File: src/rtl/timer_pkg.sv
// Shared types and defaults for the down_timer block.
package timer_pkg;

    localparam int unsigned TIMER_W = 4;

    typedef enum logic [1:0] {
        IDLE  = 2'b00,
        RUN   = 2'b01,
        PAUSE = 2'b10,
        DONE  = 2'b11
    } timer_state_t;

endpackage

File: src/rtl/timer_ctrl_fsm.sv
// Control FSM for down_timer: state register, datapath strobes and the registered tc pulse.
// DOWN_TIMER_AUTO_RELOAD_EN: reaching zero in RUN reloads and keeps running instead of parking in DONE.
module timer_ctrl_fsm
    import timer_pkg::*;
(
    input  logic         i_clk,
    input  logic         i_clr,
    input  logic         i_load,
    input  logic         i_start,
    input  logic         i_stop,
    input  logic         i_en,
    input  logic         i_cnt_is_zero,
    input  logic         i_cnt_is_one,
    output timer_state_t o_state,
    output logic         o_dec,
    output logic         o_reload,
    output logic         o_tc_set
);

    timer_state_t r_state;
    logic         r_tc;
    logic         w_dec;
    logic         w_hit_zero;
    logic         w_can_start;

    always_comb begin
        w_dec       = (r_state == RUN) && !i_stop && i_en && !i_cnt_is_zero;
        w_hit_zero  = w_dec && i_cnt_is_one;
        // A load in any non-RUN state takes priority over start on the same edge.
        w_can_start = i_start && !i_load && !i_cnt_is_zero;
    end

    always_ff @(posedge i_clk) begin
        if (!i_clr) begin
            r_state <= IDLE;
            r_tc    <= 1'b0;
        end else begin
            r_tc <= w_hit_zero;
            case (r_state)
                IDLE, DONE: begin
                    if (w_can_start) r_state <= RUN;
                end
                RUN: begin
                    if (i_stop) begin
                        r_state <= PAUSE;
                    end else if (w_hit_zero) begin
`ifdef DOWN_TIMER_AUTO_RELOAD_EN
                        r_state <= RUN;
`else
                        r_state <= DONE;
`endif
                    end
                end
                PAUSE: begin
                    if (w_can_start && !i_stop) r_state <= RUN;
                end
                default: r_state <= IDLE;
            endcase
        end
    end

    always_comb begin
        o_state  = r_state;
        o_tc_set = r_tc;
`ifdef DOWN_TIMER_AUTO_RELOAD_EN
        o_reload = w_hit_zero;
        o_dec    = w_dec && !w_hit_zero;
`else
        o_reload = 1'b0;
        o_dec    = w_dec;
`endif
    end

endmodule

File: src/rtl/down_timer.sv
// Loadable down-counting timer with start/stop/pause and a one-cycle terminal-count pulse.
// DOWN_TIMER_AUTO_RELOAD_EN: periodic mode, count reloads from the last loaded period at zero.
module down_timer
    import timer_pkg::*;
#(
    parameter int unsigned WIDTH = TIMER_W
) (
    input  logic             i_clk,
    input  logic             i_clr,
    input  logic             i_load,
    input  logic [WIDTH-1:0] i_load_val,
    input  logic             i_start,
    input  logic             i_stop,
    input  logic             i_en,
    output logic [WIDTH-1:0] o_out,
    output logic             o_tc,
    output logic             o_busy
);

    logic [WIDTH-1:0] r_out;
    logic [WIDTH-1:0] r_reload;
    timer_state_t     w_state;
    logic             w_dec;
    logic             w_reload;
    logic             w_tc;
    logic             w_is_zero;
    logic             w_is_one;
    logic             w_load_ok;

    always_comb begin
        w_is_zero = (r_out == '0);
        w_is_one  = (r_out == WIDTH'(1));
        w_load_ok = i_load && (w_state != RUN);
    end

    timer_ctrl_fsm u_fsm (
        .i_clk         (i_clk),
        .i_clr         (i_clr),
        .i_load        (i_load),
        .i_start       (i_start),
        .i_stop        (i_stop),
        .i_en          (i_en),
        .i_cnt_is_zero (w_is_zero),
        .i_cnt_is_one  (w_is_one),
        .o_state       (w_state),
        .o_dec         (w_dec),
        .o_reload      (w_reload),
        .o_tc_set      (w_tc)
    );

    always_ff @(posedge i_clk) begin
        if (!i_clr) begin
            r_out    <= '0;
            r_reload <= '0;
        end else if (w_load_ok) begin
            r_out    <= i_load_val;
            r_reload <= i_load_val;
        end else if (w_reload) begin
            r_out <= r_reload;
        end else if (w_dec) begin
            r_out <= r_out - WIDTH'(1);
        end
    end

    always_comb begin
        o_out  = r_out;
        o_tc   = w_tc;
        o_busy = (w_state == RUN) || (w_state == PAUSE);
    end

endmodule

File: config.mk
export PLATFORM = sky130hd
export DESIGN_NAME = down_timer
export DESIGN_NICKNAME = d
export VERILOG_FILES = /design/src/rtl/timer_pkg.sv /design/src/rtl/timer_ctrl_fsm.sv /design/src/rtl/down_timer.sv
export SDC_FILE = /design/constraint.sdc
export NUM_CORES = 1
export LEC_CHECK = 0
export CAP_MARGIN = 15
export CORE_AREA = 10 10 47 49
export CTS_CLUSTER_DIAMETER = 30
export DETAILED_ROUTE_END_ITERATION = 8
export DIE_AREA = 0 0 57 59
export GPL_ROUTABILITY_DRIVEN = 0
export REMOVE_ABC_BUFFERS = 1
export SLEW_MARGIN = 15
export SYNTH_ARGS = -nofsm -noshare
export SYNTH_HDL_FRONTEND = slang
export SYNTH_SLANG_ARGS = --single-unit
File: constraint.sdc
create_clock -name i_clk -period 2.08 [get_ports i_clk]
set_input_delay 0.416 -clock i_clk [delete_from_list [all_inputs] [get_ports i_clk]]
set_output_delay 0.416 -clock i_clk [all_outputs]
set_load 0.02 [all_outputs]
# Yosys cells after proc, flatten, opt, wreduce, memory -nomap -nowiden
# Index checks and enable logic that the tools add are counted.
# word_totals
reg_bits	7
word_cells	36
# op_classes
n_addsub	1
eq_ne	8
mux	7
n_reduce_logical	17
# op_table
op	count
logical AND 1 bit	8
2-to-1 mux 2 bit	4
2-to-1 mux 4 bit	2
inequality test 2 x 1 -> 1 bit (second input constant)	3
case mux 2 bit (3 select lines)	1
== test 2 bit (second input constant)	2
== test 4 x 1 -> 1 bit (second input constant)	1
logical NOT 4 bit	1
subtractor 4 x 1 -> 4 bit (second input constant)	1
logical NOT 1 bit	3
inequality test 3 x 2 -> 1 bit (second input constant)	1
AND reduction 3 bit	1
== test 2 x 1 -> 1 bit (second input constant)	1
logical NOT 2 bit	1
nonzero test 2 bit	1
OR reduction 2 bit	1
logical OR 1 bit	1

# Logic depth before layout (Yosys ltp)
# Gate-level depths: netlist (run 1).
# depth
word_depth	8
ltp_mapped	7

# Hierarchy
# Synthesis (run 1) repeated with hierarchy kept, for this count alone.
# hier_totals
hier_cells	80
area_unflattened_um2	689.4
# by_module_without_submodules
module	n_inst	cells_per_inst	area_each_um2
down_timer	1	56	491.7
timer_ctrl_fsm	1	24	197.7

# Least setup slack after synthesis (run 1)
# OpenSTA, ideal clock, no wires.
# synth_path
kind	reg2reg
from	register r_out[0] (netlist: o_out[0])
to	register u_fsm.r_state[0] (netlist: u_fsm.o_state[0])
setup_time_ns	0.060
arrival_ns	1.642
t_required_ns	2.020
path_slack_ns	0.378
path_stages_with_launch	7
path_buffers	0
synth_period_minus_slack_ns	1.702
cell_sequence	dfxtp_1 inv_1 ha_1 nor4b_1 nand2_1 a221oi_1 o221a_1
# synth_between
elab_chain_len	6
# synth_rtl
element	line	source
start, declared	down_timer.sv:20	logic [WIDTH-1:0] r_out;
start signal, assigned	down_timer.sv:56	r_out <= i_load_val;
start signal, assigned	down_timer.sv:59	r_out <= r_reload;
start signal, assigned	down_timer.sv:61	r_out <= r_out - WIDTH'(1);
logical NOT 4 bit	down_timer.sv:31	w_is_zero = (r_out == '0);
logical NOT 1 bit	timer_ctrl_fsm.sv:27, timer_ctrl_fsm.sv:30	
logical AND 1 bit, on equally long branches	timer_ctrl_fsm.sv:27, timer_ctrl_fsm.sv:30	
logical AND 1 bit, on equally long branches	timer_ctrl_fsm.sv:28, timer_ctrl_fsm.sv:55	
inequality test 3 x 2 -> 1 bit (no line) / inequality test 2 x 1 -> 1 bit (equally long branches)	n/a	
AND reduction 3 bit (no line) (*)	n/a	
end signal, assigned	timer_ctrl_fsm.sv:35	r_state <= IDLE;
end signal, assigned	timer_ctrl_fsm.sv:41	if (w_can_start) r_state <= RUN;
end signal, assigned	timer_ctrl_fsm.sv:45	r_state <= PAUSE;
end, declared	timer_ctrl_fsm.sv:20	timer_state_t r_state;
# Mark *: on every way between the ends. The rest lies on a longest branch, timed or not.
# A chain may end at the register's enable or synchronous reset.

# Final worst setup path (run 1)
# layout_path
from	register r_out[3] (netlist: o_out[3])
to	output port o_out[3]
# layout_lines
element	line	source
end, declared	down_timer.sv:15	output logic [WIDTH-1:0] o_out,
# No word-level cell between the ends.

==> out/results.tsv, run 1 <==
metric	value	unit
Distinct cells, synth	27	
layout cells sized above 1	7.14	%
Worst EP arrival	1.30	ns
RSZ-0062 raised after global routing	no	
critical path data required time	1.66	ns
Initial Utilization	32.4	%
via/cell ratio	4.84	
Fin. Hold Viols	0	
Hold Crit Class	reg -> reg	
DR pass1 iterations	4	
Critical Path Source	o_out[3]$_SDFFE_PN0P_	
Die W	57	um
first-pass GRT wire length	1.87	mm
hold path start	o_out[2]$_SDFFE_PN0P_	
Least-Margin Pin Slew	0.391	ns
P per Cell Area	1040	mW/mm^2
top post-synthesis cells by area	dfxtp_1, ha_1, inv_1	
Final ANT Viol Nets	0	
Rows	14	
top cells by instance count after synthesis	dfxtp_1, inv_1, nand2_1	
ys async rst share	0	%
final worst path period share	82.6	%
nets	85	
worst reg2reg startpoint	o_out[0]$_SDFFE_PN0P_	
maxcap violations	0	
dpl cells	82	
Setup-failing EPs final	0	
max_slew headroom	73.6	%
initial DRC count	6	
pins over their slew limit	0	
synth warn	0	
non-filler cells, final	86	
crit-path leading delay family	buffers and inverters	
register bit total from synthesis	7	
clock root buffer	clkbuf_4	
critical-path cell list	clkdlybuf4s50_1	
Layout area overhead	41.9	%
pin count of the biggest net entering global routing	10	
worst vdd ir	0.545	mV
Post-Syn Area	454	sq um
crit path max fanout	5	
I/O Buffers	15	
final worst path period need	1.72	ns
vias post-DR	416	
Slowest cell on crit path	clkdlybuf4s50_1	
initial antenna violation count	0	
Worst-path clk slew	0.05	ns
Gate Count Post-Synth	53	
placed wire-length estimate	844	um
dominant synthesized flop cell	dfxtp_1	
startpoint types	flop	
share of the synthesized area in the top cell type	30.9	%
CTS tree	built	
Post-CTS Setup Bufs	0	
CTS Buf Count	3	
Worst setup EP type	output port	
Fin Setup TNS	0	ns
gr usage total	7.12	%
final WL	1.06	mm
die footprint	0.00336	sq mm
Num Clock Sinks	7	
CP Buf/Inv Count	1	
max incr delay on CP	0.64	ns
clock latency on the worst-skew pair	0.25	ns
worst-case clock buffer depth	2	
CORE AREA	0.00140	sq mm
area leader, netlist	dfxtp_1	
post-cts resize count	0	
leak pwr	0.264	nW
GRT Residual Overflow	0	
clk_skew	0.00435	ns
hold_buf cts	0	
Ant. Diodes	0	
number of synthesized flops with an enable pin	0	
Chip Height	59	um
DRC	0	
Avg Cell Area, Syn	8.57	sq um
H-tree depth	1	
max frequency	0.582	GHz
I/O Pins	16	
via count of the first global-routing pass	430	
Crit Path Class	reg -> out	
status	completed	
Seq/Total Area, Yosys	30.9	%
WL/cell	12.3	um
==> path summary, 6_finish.rpt <==
path | endpoint | slack (ns) | cells after the start
min reg2reg | o_out[2]$_SDFFE_PN0P_ | 0.54 | 2
max reg2reg | u_fsm.o_state[0]$_SDFFE_PN0P_ | 0.36 | 6
max | o_out[3] | 0.36 | 1
min | o_out[2]$_SDFFE_PN0P_ | 0.54 | 2
==> cell usage in the layout (no fill, tap or decap), types with 2 or more instances in the layout <==
cell	netlist	final
clkdlybuf4s50_1	0	14
inv_1	7	7
dfxtp_1	7	7
nand2_1	6	6
ha_1	4	4
nor2_1	3	3
clkbuf_4	0	3
a21oi_1	2	2
a211oi_1	2	2
o221a_1	2	2
o21ai_0	2	2
==> sequential cells by signal (all words and copies together), names as in the netlist <==
name            flops
u_fsm.o_tc_set      1
u_fsm.o_state       2
o_out               4
==> through the flow <==
| step | util, % | worst slack, ns | area [sq um] | power, W | hold WS [ns] |
|---|---|---|---|---|---|
| 4_1_cts | 45.8 | 0.0153 | 642 | 0.000685 | 0.550 |
| 5_1_grt | 46.0 | 0.148 | 644 | 0.000732 | 0.584 |
| 3_3_place_gp | 43.9 | 0.228 | 616 | 0.000555 | 0.537 |
| 2_1_floorplan | - | 0.378 | 445 | 0.000437 | 0.516 |
| 6_report | 46.0 | 0.361 | 644 | 0.000668 | 0.542 |
| 3_5_place_dp | 43.9 | 0.160 | 616 | 0.000556 | 0.542 |
==> layer usage <==
layer | vias to the layer above | wire [um] | GRT usage [%]
li1 | 222 | - | -
met1 | 181 | 466 | 7.21
met2 | 11 | 473 | 10.5
met3 | 2 | 104 | 5.79
met4 | 0 | 12 | 3.02
met5 | - | 0 | 0
==> kinds of logic (layout without fill, tap and decap cells) <==
logic type / after synthesis / after routing / synth area share (%)
AND/OR/NAND/NOR: 18 / 18 / 22.3
AO/OA/AOI/OAI: 13 / 13 / 24.2
buffers and inverters: 9 / 26 / 7.71
flip-flops: 7 / 7 / 30.9
adder cells (fa/ha/maj): 4 / 4 / 11.0
XOR/XNOR: 2 / 2 / 3.86
==> power by group <==
part / switching [W] / internal, W / total [W] / leakage, nW
combinational: 0.000174 / 0.000175 / 0.000349 / 0.191
sequential: 0.0000315 / 0.000165 / 0.000197 / 0.0577
clock: 0.0000484 / 0.0000731 / 0.000122 / 0.0150
total: 0.000254 / 0.000414 / 0.000668 / 0.264
==> layout make-up <==
class | instances | area, sq um
Multi-Input combinational cell | 37 | 279
Clock buffer | 4 | 26.3
Sequential cell | 7 | 140
Tap cell | 16 | 20.0
Timing Repair Buffer | 15 | 153
Inverter | 7 | 26.3
Fill cell | 146 | 757
(Power assumes the default switching activity.)
==> inputs of run 2 (changes only) <==
PLACE_DENSITY = 0.66   (was default)
clock period = 1.58 ns   (was 2.08 ns; I/O delays follow)
==> out/results.tsv, run 2 (synthesized netlist as in run 1, its figures left out) <==
metric	value	unit	change
filler instances	135		-7.5%
max reg flops	4		unchanged
most common cell after layout, fill and taps aside	buf_4		
initial antenna violation count	0		unchanged
crit path max fanout	3		-2
Worst EP arrival	1.65	ns	+0.35 ns
via count of the first global-routing pass	465		+8.1%
Crit Path Class	reg -> reg		
status	completed		
P per Cell Area	1340	mW/mm^2	+29%
first-pass GRT wire length	1.86	mm	-0.32%
total power	0.00101	W	+51%
die footprint	0.00336	sq mm	unchanged
grt met3 use	4.51	%	-1.3 points
Least-Margin Pin Slew	0.326	ns	-0.0652 ns
Fin. Hold Viols	0		unchanged
Chip Height	59	um	unchanged
I/O Pins	16		unchanged
pins over their slew limit	0		unchanged
H-tree depth	1		unchanged
CORE AREA	0.00140	sq mm	unchanged
most frequent cells in the layout	buf_4, clkdlybuf4s50_1, dfxtp_1, inv_1, nand2_1		
leak pwr	0.323	nW	+23%
gr usage total	6.81	%	-0.31 points
CTS tree	built		
worst reg2reg startpoint	o_out[1]$_SDFFE_PN0P_		
Ant. Diodes	0		unchanged
DR pass1 iterations	4		unchanged
hold path start	o_out[2]$_SDFFE_PN0P_		
Post-DP Area	698	sq um	+13%
DRC	0		unchanged
Post-Layout Inst Area	751	sq um	+17%
clock latency on the worst-skew pair	0.25	ns	about the same
Rows	14		unchanged
critical path data required time	1.72	ns	+0.06 ns
GRT Residual Overflow	0		unchanged
clock root buffer	clkbuf_4		
Num Clock Sinks	7		unchanged
Worst-path clk slew	0.06	ns	about the same
CTS Buf Count	3		unchanged
Layout area overhead	65.3	%	
GR Util met2	11.2	%	+0.62 points
Post-CTS Setup Bufs	0		unchanged
Hold Crit Class	reg -> reg		
GR met1 Demand/Resource	6.96	%	-0.25 points
Initial Utilization	32.4	%	unchanged
pin count of the biggest net entering global routing	10		unchanged
final worst path period share	95.6	%	
via/cell ratio	4.97		+2.7%
hold_ws	0.581	ns	+0.0393 ns
vias post-DR	482		+16%
final WL	1.23	mm	+17%
clk_skew	0.000740	ns	-0.00361 ns
WL/cell	12.7	um	+3.4%
R2R Setup Slk	0.07	ns	-0.29 ns
worst vdd ir	0.649	mV	+19%
worst-case clock buffer depth	2		unchanged
nets	96		+13%
Worst setup EP type	flop		
I/O Buffers	15		unchanged
max frequency	0.662	GHz	
Final ANT Viol Nets	0		unchanged
Die W	57	um	unchanged
initial DRC count	19		+13
Setup-failing EPs final	0		unchanged
max_slew headroom	78.3	%	+4.7 points
Core Util, Final	53.6	%	+7.6 points
placed wire-length estimate	949	um	+12%
GRT Max-Usage Layer	met2		
startpoint types	flop		
Critical Path Source	o_out[1]$_SDFFE_PN0P_		
layout cells sized above 1	29.6	%	+22 points
maxcap violations	0		unchanged
final worst path period need	1.51	ns	
run 2: cell count changes in the layout (fill, tap and decap cells not counted), sizes merged:
cell	change
dlygate4sd2	+4
clkdlybuf4s50	-4
dlymetal6s2s	-1
buf	+12
run 2: layer usage:
| layer | vias up | wire length [um] |
|---|---|---|
| met3 | 0 | 132 |
| met4 | 0 | 0 |
| met2 | 17 | 598 |
| met1 | 220 | 503 |
| met5 | - | 0 |
| li1 | 245 | - |
run 2: power by group:
group / total, W / switching [W] / internal (W)
Sequential: 0.000254 / 0.0000366 / 0.000217
Clock: 0.000167 / 0.0000705 / 0.0000967
Combinational: 0.000585 / 0.000284 / 0.000301
run 2: final cells by class:
| cell class | instances | area, sq um | area share [%] |
|---|---|---|---|
| Multi-Input combinational cell | 37 | 315 | 42.0 |
| Sequential cell | 7 | 140 | 18.7 |
| Tap cell | 16 | 20.0 | 2.67 |
| Timing Repair Buffer | 26 | 223 | 29.7 |
| Clock buffer | 4 | 26.3 | 3.50 |
| Inverter | 7 | 26.3 | 3.50 |
run 2: critical path, stage by stage, from the launching register on:
cell and delay, ns:
dfxtp_1 0.31, inv_2 0.07, ha_4 0.16, or3b_4 0.40, a31oi_4 0.16, a211oi_1 0.07
o221a_1 0.22
run 2: timing repair:
| item | CTS | global route |
|---|---|---|
| setup endpoints to repair | 7 | 5 |
| pin swaps | 1 | 2 |
| hold buffers | 0 | 0 |
| gates resized for setup | 9 | 8 |
| cloned | 0 | 0 |
run 2: final timing paths:
kind / end / cells past startpoint
worst min register to register: o_out[2]$_SDFFE_PN0P_ / 2
worst min-delay path: o_out[2]$_SDFFE_PN0P_ / 2
worst max-delay path: u_fsm.o_state[1]$_SDFFE_PN0P_ / 6
worst max register to register: u_fsm.o_state[1]$_SDFFE_PN0P_ / 6
run 2: stage by stage:
stage / TNS [ns] / setup slack [ns] / instances
after global routing: -0.0159 / -0.00761 / 97
after floorplan: -0.212 / -0.122 / 51
after global placement: -0.0966 / -0.0410 / 93
final: 0 / 0.0701 / 97
after CTS: -0.0155 / -0.0155 / 97
after detailed placement: -0.259 / -0.0758 / 93
